$ cat src/rtl/mips_pkg.sv
// Shared MIPS control definitions: opcodes, multicycle states, datapath mux encodings.
// Pure declarations; no logic, no latency, no flow control.
// Consumed by the single-cycle and multicycle control units.
package mips_pkg;

    localparam logic [5:0] OP_RTYPE = 6'b000000;
    localparam logic [5:0] OP_LW    = 6'b100011;
    localparam logic [5:0] OP_SW    = 6'b101011;
    localparam logic [5:0] OP_BEQ   = 6'b000100;
    localparam logic [5:0] OP_ADDI  = 6'b001000;
    localparam logic [5:0] OP_J     = 6'b000010;

    localparam logic [1:0] ALUOP_ADD   = 2'b00;
    localparam logic [1:0] ALUOP_SUB   = 2'b01;
    localparam logic [1:0] ALUOP_FUNCT = 2'b10;

    localparam logic [1:0] SRCB_B      = 2'b00;
    localparam logic [1:0] SRCB_FOUR   = 2'b01;
    localparam logic [1:0] SRCB_IMM    = 2'b10;
    localparam logic [1:0] SRCB_IMM_SH = 2'b11;

    localparam logic [1:0] PCSRC_ALU    = 2'b00;
    localparam logic [1:0] PCSRC_ALUOUT = 2'b01;
    localparam logic [1:0] PCSRC_JUMP   = 2'b10;

    typedef enum logic [3:0] {
        S_FETCH  = 4'd0,
        S_DECODE = 4'd1,
        S_MEMADR = 4'd2,
        S_MEMRD  = 4'd3,
        S_MEMWB  = 4'd4,
        S_MEMWR  = 4'd5,
        S_EXEC   = 4'd6,
        S_ALUWB  = 4'd7,
        S_BRANCH = 4'd8,
        S_ADDIEX = 4'd9,
        S_ADDIWB = 4'd10,
        S_JUMP   = 4'd11
    } state_t;

    typedef struct packed {
        logic       pc_write;
        logic       pc_write_cond;
        logic       iord;
        logic       mem_read;
        logic       mem_write;
        logic       ir_write;
        logic       mem_to_reg;
        logic       reg_dst;
        logic       reg_write;
        logic       alu_src_a;
        logic [1:0] alu_src_b;
        logic [1:0] alu_op;
        logic [1:0] pc_src;
        logic       retire;
    } ctrl_t;

    function automatic logic is_legal(input logic [5:0] op);
        return op inside {OP_RTYPE, OP_LW, OP_SW, OP_BEQ, OP_ADDI, OP_J};
    endfunction

endpackage

$ cat src/rtl/mc_output_decode.sv
// Moore output map for the multicycle controller: (state, mem_ready) -> control vector.
// Purely combinational, zero latency.
// mem_ready only gates the FETCH latch/PC enables and the MEMWR retire.
module mc_output_decode
    import mips_pkg::*;
(
    input  state_t st,
    input  logic   mem_ready,
    output ctrl_t  ctrl
);

    always_comb begin
        ctrl = '0;
        case (st)
            S_FETCH: begin
                ctrl.mem_read  = 1'b1;
                ctrl.alu_src_b = SRCB_FOUR;
                ctrl.alu_op    = ALUOP_ADD;
                ctrl.pc_src    = PCSRC_ALU;
                ctrl.ir_write  = mem_ready;
                ctrl.pc_write  = mem_ready;
            end
            S_DECODE: begin
                // Speculative branch target into ALUOut.
                ctrl.alu_src_b = SRCB_IMM_SH;
                ctrl.alu_op    = ALUOP_ADD;
            end
            S_MEMADR, S_ADDIEX: begin
                ctrl.alu_src_a = 1'b1;
                ctrl.alu_src_b = SRCB_IMM;
                ctrl.alu_op    = ALUOP_ADD;
            end
            S_MEMRD: begin
                ctrl.iord     = 1'b1;
                ctrl.mem_read = 1'b1;
            end
            S_MEMWB: begin
                ctrl.mem_to_reg = 1'b1;
                ctrl.reg_write  = 1'b1;
                ctrl.retire     = 1'b1;
            end
            S_MEMWR: begin
                ctrl.iord      = 1'b1;
                ctrl.mem_write = 1'b1;
                ctrl.retire    = mem_ready;
            end
            S_EXEC: begin
                ctrl.alu_src_a = 1'b1;
                ctrl.alu_src_b = SRCB_B;
                ctrl.alu_op    = ALUOP_FUNCT;
            end
            S_ALUWB: begin
                ctrl.reg_dst   = 1'b1;
                ctrl.reg_write = 1'b1;
                ctrl.retire    = 1'b1;
            end
            S_BRANCH: begin
                ctrl.alu_src_a     = 1'b1;
                ctrl.alu_src_b     = SRCB_B;
                ctrl.alu_op        = ALUOP_SUB;
                ctrl.pc_write_cond = 1'b1;
                ctrl.pc_src        = PCSRC_ALUOUT;
                ctrl.retire        = 1'b1;
            end
            S_ADDIWB: begin
                ctrl.reg_write = 1'b1;
                ctrl.retire    = 1'b1;
            end
            S_JUMP: begin
                ctrl.pc_write = 1'b1;
                ctrl.pc_src   = PCSRC_JUMP;
                ctrl.retire   = 1'b1;
            end
            default: ctrl = '0;
        endcase
    end

endmodule

$ cat src/rtl/multicycle_control.sv
// Multicycle MIPS control FSM with illegal-opcode trap and retired-instruction counter.
// Outputs combinational from state; 2-5 cycles per instruction plus memory wait cycles.
// Holds in FETCH/MEMRD/MEMWR until mem_ready.
module multicycle_control
    import mips_pkg::*;
#(
    parameter int OPCODE_W = 6,
    parameter int CNT_W    = 32
) (
    input  logic                clk,
    input  logic                rst_n,
    input  logic [OPCODE_W-1:0] Opcode,
    input  logic                Zero,
    input  logic                mem_ready,
    output logic                PCWrite,
    output logic                PCWriteCond,
    output logic                IorD,
    output logic                MemRead,
    output logic                MemWrite,
    output logic                IRWrite,
    output logic                MemtoReg,
    output logic                RegDst,
    output logic                RegWrite,
    output logic                ALUSrcA,
    output logic [1:0]          ALUSrcB,
    output logic [1:0]          ALUOp,
    output logic [1:0]          PCSrc,
    output logic                retire,
    output logic                illegal,
    output logic [CNT_W-1:0]    instr_count,
    output logic [3:0]          state
);

    state_t     state_q;
    logic       is_store;
    ctrl_t      ctrl;
    logic [5:0] op;
    logic       unused_zero;

    assign op = 6'(Opcode);
    // Branch decision is made outside: PC enable = PCWrite | (PCWriteCond & Zero).
    assign unused_zero = Zero;

    mc_output_decode u_dec (
        .st        (state_q),
        .mem_ready (mem_ready),
        .ctrl      (ctrl)
    );

    always_ff @(posedge clk or negedge rst_n) begin
        if (!rst_n) begin
            state_q     <= S_FETCH;
            is_store    <= 1'b0;
            instr_count <= '0;
        end else begin
            if (ctrl.retire)
                instr_count <= instr_count + CNT_W'(1);
            case (state_q)
                S_FETCH:  if (mem_ready) state_q <= S_DECODE;
                S_DECODE: begin
                    // Opcode is only valid here, so lw/sw is remembered for MEMADR.
                    is_store <= (op == OP_SW);
                    case (op)
                        OP_RTYPE:     state_q <= S_EXEC;
                        OP_LW, OP_SW: state_q <= S_MEMADR;
                        OP_BEQ:       state_q <= S_BRANCH;
                        OP_ADDI:      state_q <= S_ADDIEX;
                        OP_J:         state_q <= S_JUMP;
                        default:      state_q <= S_FETCH;
                    endcase
                end
                S_MEMADR: state_q <= is_store ? S_MEMWR : S_MEMRD;
                S_MEMRD:  if (mem_ready) state_q <= S_MEMWB;
                S_MEMWR:  if (mem_ready) state_q <= S_FETCH;
                S_EXEC:   state_q <= S_ALUWB;
                S_ADDIEX: state_q <= S_ADDIWB;
                default:  state_q <= S_FETCH;
            endcase
        end
    end

    assign illegal     = (state_q == S_DECODE) && !is_legal(op);
    assign state       = state_q;
    assign PCWrite     = ctrl.pc_write;
    assign PCWriteCond = ctrl.pc_write_cond;
    assign IorD        = ctrl.iord;
    assign MemRead     = ctrl.mem_read;
    assign MemWrite    = ctrl.mem_write;
    assign IRWrite     = ctrl.ir_write;
    assign MemtoReg    = ctrl.mem_to_reg;
    assign RegDst      = ctrl.reg_dst;
    assign RegWrite    = ctrl.reg_write;
    assign ALUSrcA     = ctrl.alu_src_a;
    assign ALUSrcB     = ctrl.alu_src_b;
    assign ALUOp       = ctrl.alu_op;
    assign PCSrc       = ctrl.pc_src;
    assign retire      = ctrl.retire;

endmodule

$ cat config.mk
export PLATFORM = sky130hd
export DESIGN_NAME = multicycle_control
export DESIGN_NICKNAME = d
export VERILOG_FILES = /design/src/rtl/mips_pkg.sv /design/src/rtl/mc_output_decode.sv /design/src/rtl/multicycle_control.sv
export SDC_FILE = /design/constraint.sdc
export NUM_CORES = 1
export LEC_CHECK = 0
export BUFFER_PORTS_ARGS = -buffer_cell sky130_fd_sc_hd__buf_2
export CAP_MARGIN = 0
export CORE_MARGIN = 2
export CORE_UTILIZATION = 52
export DETAILED_ROUTE_END_ITERATION = 8
export GPL_ROUTABILITY_DRIVEN = 1
export GPL_TIMING_DRIVEN = 0
export PLACE_DENSITY = 0.82
export SLEW_MARGIN = 30
export SYNTH_ARGS = -nofsm -noshare
export SYNTH_HDL_FRONTEND = slang
export SYNTH_SLANG_ARGS = --single-unit
$ cat constraint.sdc
create_clock -name clk -period 2.15 [get_ports clk]
set_clock_uncertainty 0.2 [all_clocks]
set_input_delay 0.215 -clock clk [delete_from_list [all_inputs] [get_ports clk]]
set_output_delay 0.215 -clock clk [all_outputs]
set_load 0.005 [all_outputs]
# Yosys cells after proc, flatten, opt, wreduce, memory -nomap -nowiden
# Cells that the tools add are included.
[op_classes]
reduce_logical = 13
n_eq_ne = 19
addsub = 1
n_mux = 19
[op_table]
columns = ["op", "n"]
rows = [
  ["$pmux W4 S5", 2],
  ["$add A32 B1 Y32 const B", 1],
  ["$pmux W4 S7", 1],
  ["$eq A4 B3 Y1 const B", 4],
  ["$eq A4 B4 Y1 const B", 4],
  ["$eq A6 B6 Y1 const B", 2],
  ["$mux W4", 3],
  ["$mux W1", 9],
  ["$eq A4 B2 Y1 const B", 2],
  ["$reduce_or A2 Y1", 4],
  ["$eq A6 B2 Y1 const B", 1],
  ["$eq A6 B3 Y1 const B", 1],
  ["$eq A6 B4 Y1 const B", 1],
  ["$logic_not A6 Y1", 1],
  ["$ne A2 B2 Y1 const B", 3],
  ["$reduce_bool A6 Y1", 1],
  ["$reduce_or A5 Y1", 1],
  ["$eq A4 B1 Y1 const B", 1],
  ["$logic_not A4 Y1", 1],
  ["$pmux W1 S2", 2],
  ["$pmux W2 S2", 1],
  ["$reduce_or A4 Y1", 1],
  ["$mux W3", 1],
  ["$reduce_and A3 Y1", 1],
  ["other kinds (3)", 3],
]
[totals]
in_bits = 10
reg_bits = 37
out_inout_bits = 54

# Logic depth before layout (Yosys ltp)
[depth]
depth_word = 4
mapped_depth = 7
mapped_depth_nobuf = 5

# By module
# Synthesis repeated with hierarchy kept, for this count alone.
[unflattened]
hier_cells = 207
hier_area_um2 = 2048.2
[modules_own_cells]
columns = ["module", "area_each_um2", "cells_per_inst", "n_inst"]
rows = [
  ["multicycle_control", 1834.3, 172, 1],
  ["mc_output_decode", 214.0, 35, 1],
]

# Least setup slack after synthesis
# No wires, ideal clock.
[synth_path]
path_kind = "register to register"
from = "register state_q[3] (netlist: state[3])"
to = "register state_q[2] (netlist: state[2])"
period_less_slack_ns = 1.931
arrival_ns = 1.631
setup_ns = 0.101
n_path_buf = 1
stages_incl_launch_ff = 6
path_slack_ns = 0.219
path_cell_list = "dfrtp_1 > buf_2 > or4b_2 > nor3_2 > a21oi_1 > o32ai_1"
[synth_between]
elab_chain_len = 3
[synth_rtl]
columns = ["element", "line_no", "rtl"]
rows = [
  ["from (decl)", "multicycle_control.sv:34", "state_t state_q;"],
  ["from (signal assigned)", "multicycle_control.sv:72", "S_MEMADR: state_q <= is_store ? S_MEMWR : S_MEMRD;"],
  ["$eq A4 B2 Y1 (tied with other cells)", "multicycle_control.sv:58", "case (state_q)"],
  ["$ne A2 B2 Y1 (no source line)", "--", ""],
  ["$reduce_and A3 Y1 (no source line)", "--", ""],
]
# Parallel ways exist; a longest one is shown, timed or not.
# A chain may end at the register's enable or synchronous reset.

# Final worst setup path
[layout_path]
from = "register state_q[0] (netlist: state[0])"
to = "output port retire"
[layout_between]
elab_chain_len = 3
[layout_rtl]
columns = ["element", "line_no", "rtl"]
rows = [
  ["$eq A4 B3 Y1 / $eq A4 B4 Y1 (equally long branches)", "mc_output_decode.sv:14", "case (st)"],
  ["$reduce_or A5 Y1 (no source line)", "--", ""],
  ["$pmux W1 S2 *", "mc_output_decode.sv:14", ""],
  ["to (decl)", "multicycle_control.sv:28", "output logic retire,"],
]
# Every way passes the cells marked *; elsewhere a longest branch is shown, timed or not.

==> impl_metrics.env <==
export IMPL_vdd_drop_max_mv=0.546
export IMPL_synth_mux_area_share_pct=0.455
export IMPL_cts_max_level=2
export IMPL_crit_path_end_kind="output pin"
export IMPL_clk_latency_ps=290
export IMPL_synth_xor_area_share_pct=13.1
export IMPL_synth_compound_area_share_pct=6.08
export IMPL_syn_area_um2=2200
export IMPL_fmax_mhz=471
export IMPL_start_util_pct=54.6
export IMPL_core_area_um2=4030
export IMPL_grt_max_degree=38
export IMPL_worstPathCellList="nor3b_1 > o32a_1 > inv_2 > buf_6 > buf_2"
export IMPL_track_usage_pct=22.6
export IMPL_dp_slack_ps=73.3
export IMPL_maxCapViolCount=0
export IMPL_ys_top_cells_by_area="dfrtp_1 42%, xor2_1 8.0%, nor4_2 6.8%"
export IMPL_routed_wl_mm=5.22
export IMPL_drtIter0Drc=128
export IMPL_antenna_found_initial=0
export IMPL_powerDensity_nw_per_um2=794
export IMPL_clock_path_buffers=2
export IMPL_synth_edf_count=0
export IMPL_wl_per_cell_um=15.0
export IMPL_cp_arrival_ps=1710
export IMPL_setup_violations=0
export IMPL_fp_dieH_um=69.1
export IMPL_layout_setup_ws_ps=28.6
export IMPL_root_buffer="clkbuf_8"
export IMPL_cts_sinks=37
export IMPL_viasPerCell=5.74
export IMPL_fin_crit_ps=2120
export IMPL_vias=1998
export IMPL_fin_area_um2=2730
export IMPL_hold_class="in -> reg"
export IMPL_port_buffers=62
export IMPL_gp_congestion=0.843
export IMPL_rows=23
export IMPL_max_stage_delay_ps=460
export IMPL_synth_simple_area_share_pct=33.4
export IMPL_ys_top_cells_by_count="37 x dfrtp_1, 20 x xor2_1, 15 x nand4_1"
export IMPL_finalCritPeriodShare_pct=98.7
export IMPL_synthAdderAreaFrac_pct=0.569
export IMPL_yosysMostFrequentCell="dfrtp_1"
export IMPL_clk_transition_reported_paths_ps=70
export IMPL_cp_max_fo=10
export IMPL_grt_first_pass_wirelength_mm=8.78
export IMPL_cts_buffers=5
export IMPL_synth_cells=224
export IMPL_cts_tree="yes"
export IMPL_fin_hold_ws_ps=51.2
export IMPL_async_flop_share_pct=100
export IMPL_ant_nets=0
export IMPL_grt_pass1_vias=1843
export IMPL_ys_seq_area_share_pct=42.1
export IMPL_reg2reg_slack_ps=120
export IMPL_path_class="reg -> out"
export IMPL_yosysTopAreaCell="dfrtp_1"
export IMPL_synth_top_cell_area_share_pct=42.1
export IMPL_die_area_um2=4770
export IMPL_ys_warn_count=0
export IMPL_ys_ff_latch=37
export IMPL_n_antenna_cell=0
export IMPL_synth_avg_cell_area_um2=9.83
export IMPL_drc=0
export IMPL_ys_flop_type="dfrtp_1"
export IMPL_nets=308
export IMPL_placed_cell_area_um2=2570
export IMPL_overflow=0
export IMPL_syn_to_final_growth_pct=24.2
export IMPL_crit_slowest_cell="dfrtp_1"
export IMPL_outcome="finished clean"
export IMPL_dr_pass1_iters=4
export IMPL_startpoint_type="flop"
export IMPL_synth_top_family_by_area="simple AND/OR/NAND/NOR gates"
export IMPL_finalHoldViolations=0
export IMPL_io_pins=64
export IMPL_dp_hpwl_mm=3.73
export IMPL_required_ps=1740
export IMPL_power_leakage_nw=1.10
export IMPL_relSlewSlack_pct=46.4
export IMPL_chipWidth_um=69.1
export IMPL_worst_pin_slew_ps=804
export IMPL_maxSlewViolCount=0
export IMPL_syn_num_nets=235
export IMPL_grt_setup_unrepaired="yes"
export IMPL_ys_types=42
export IMPL_drive_above_1_share_pct=35.2
[final timing paths]
kind	startpoint	end	cells after the start
worst max-delay path	state[0]$_DFFE_PN0P_	retire	5
worst max register to register	state[0]$_DFFE_PN0P_	instr_count[29]$_DFFE_PN0P_	5
max in group asynchronous	rst_n	state[1]$_DFFE_PN0P_	2
min in group asynchronous	rst_n	instr_count[27]$_DFFE_PN0P_	2
worst min register to register	instr_count[31]$_DFFE_PN0P_	instr_count[31]$_DFFE_PN0P_	1
worst min-delay path	Opcode[3]	is_store$_DFFE_PN0P_	2
[flip-flops by register name (all words and copies together) (netlist names)]
name / flops
is_store: 1
state: 4
instr_count: 32
[cells by family (layout without fill, tap and decap cells)]
family	after synthesis	after routing
AO/OA/AOI/OAI	21	21
XOR/XNOR	33	33
flip-flops	37	37
multiplexers	1	1
buffers and inverters	19	93
AND/OR/NAND/NOR	112	112
adder cells (fa/ha/maj)	1	1
[routing by layer]
layer	wire (um)	global-route usage [%]
met1	2350	31.5
met2	2510	35.1
met3	267	4.09
met4	90	8.71
met5	0	0
[where the power goes]
group / switching, mW / internal, mW / leakage, nW / total, mW
Clock: 0.247 / 0.290 / 0.0542 / 0.536
Combinational: 0.425 / 0.349 / 0.640 / 0.774
Sequential: 0.103 / 0.757 / 0.406 / 0.860
[placed cells by master (no fill, tap or decap), drive strengths merged, types with 3 or more instances in the layout]
| cell | n |
|---|---|
| a21oi | 6 |
| and2 | 3 |
| and3 | 9 |
| and4 | 4 |
| buf | 72 |
| clkbuf | 12 |
| dfrtp | 37 |
| inv | 6 |
| nand2 | 13 |
| nand2b | 7 |
| nand3 | 11 |
| nand4 | 17 |
| nor2 | 11 |
| nor2b | 3 |
| nor3 | 14 |
| nor4 | 14 |
| o21ai | 6 |
| xnor2 | 13 |
| xor2 | 20 |
[stage by stage]
stage	total power [mW]	std cells	TNS, ps	utilization (%)
2_1_floorplan	1.30	224	0	-
3_3_place_gp	1.56	336	0	63.9
3_5_place_dp	1.58	336	0	63.9
4_1_cts	2.12	346	-231	67.0
5_1_grt	2.31	348	-78.3	67.9
6_report	2.17	348	0	67.9
[repair_timing]
action                                  in CTS  in global routing
hold buffers                                 2                  0
hold endpoints to repair                    38                  0
setup buffers                                0                  3
pin swaps                                    1                  1
resized for setup                            2                 11
endpoints found under the setup margin       3                 25
[worst max-delay path, delay by kind of cell, from the launching register on]
kind	cells	cell delay, ps
simple gates	1	170
buf+inv	3	380
flops	1	460
compound gates	1	400
[cell type report]
cell class	instances	area, um2
flip-flops and latches	37	928
repair buffers	67	350
multi-input cells	168	1190
inverters	6	22.5
clock buffers	7	96.3
well taps	50	62.6
clock inverters	1	5.00
fillers	334	1290
plain buffers	12	78.8
No activity file was read; power rests on OpenSTA's default activity.
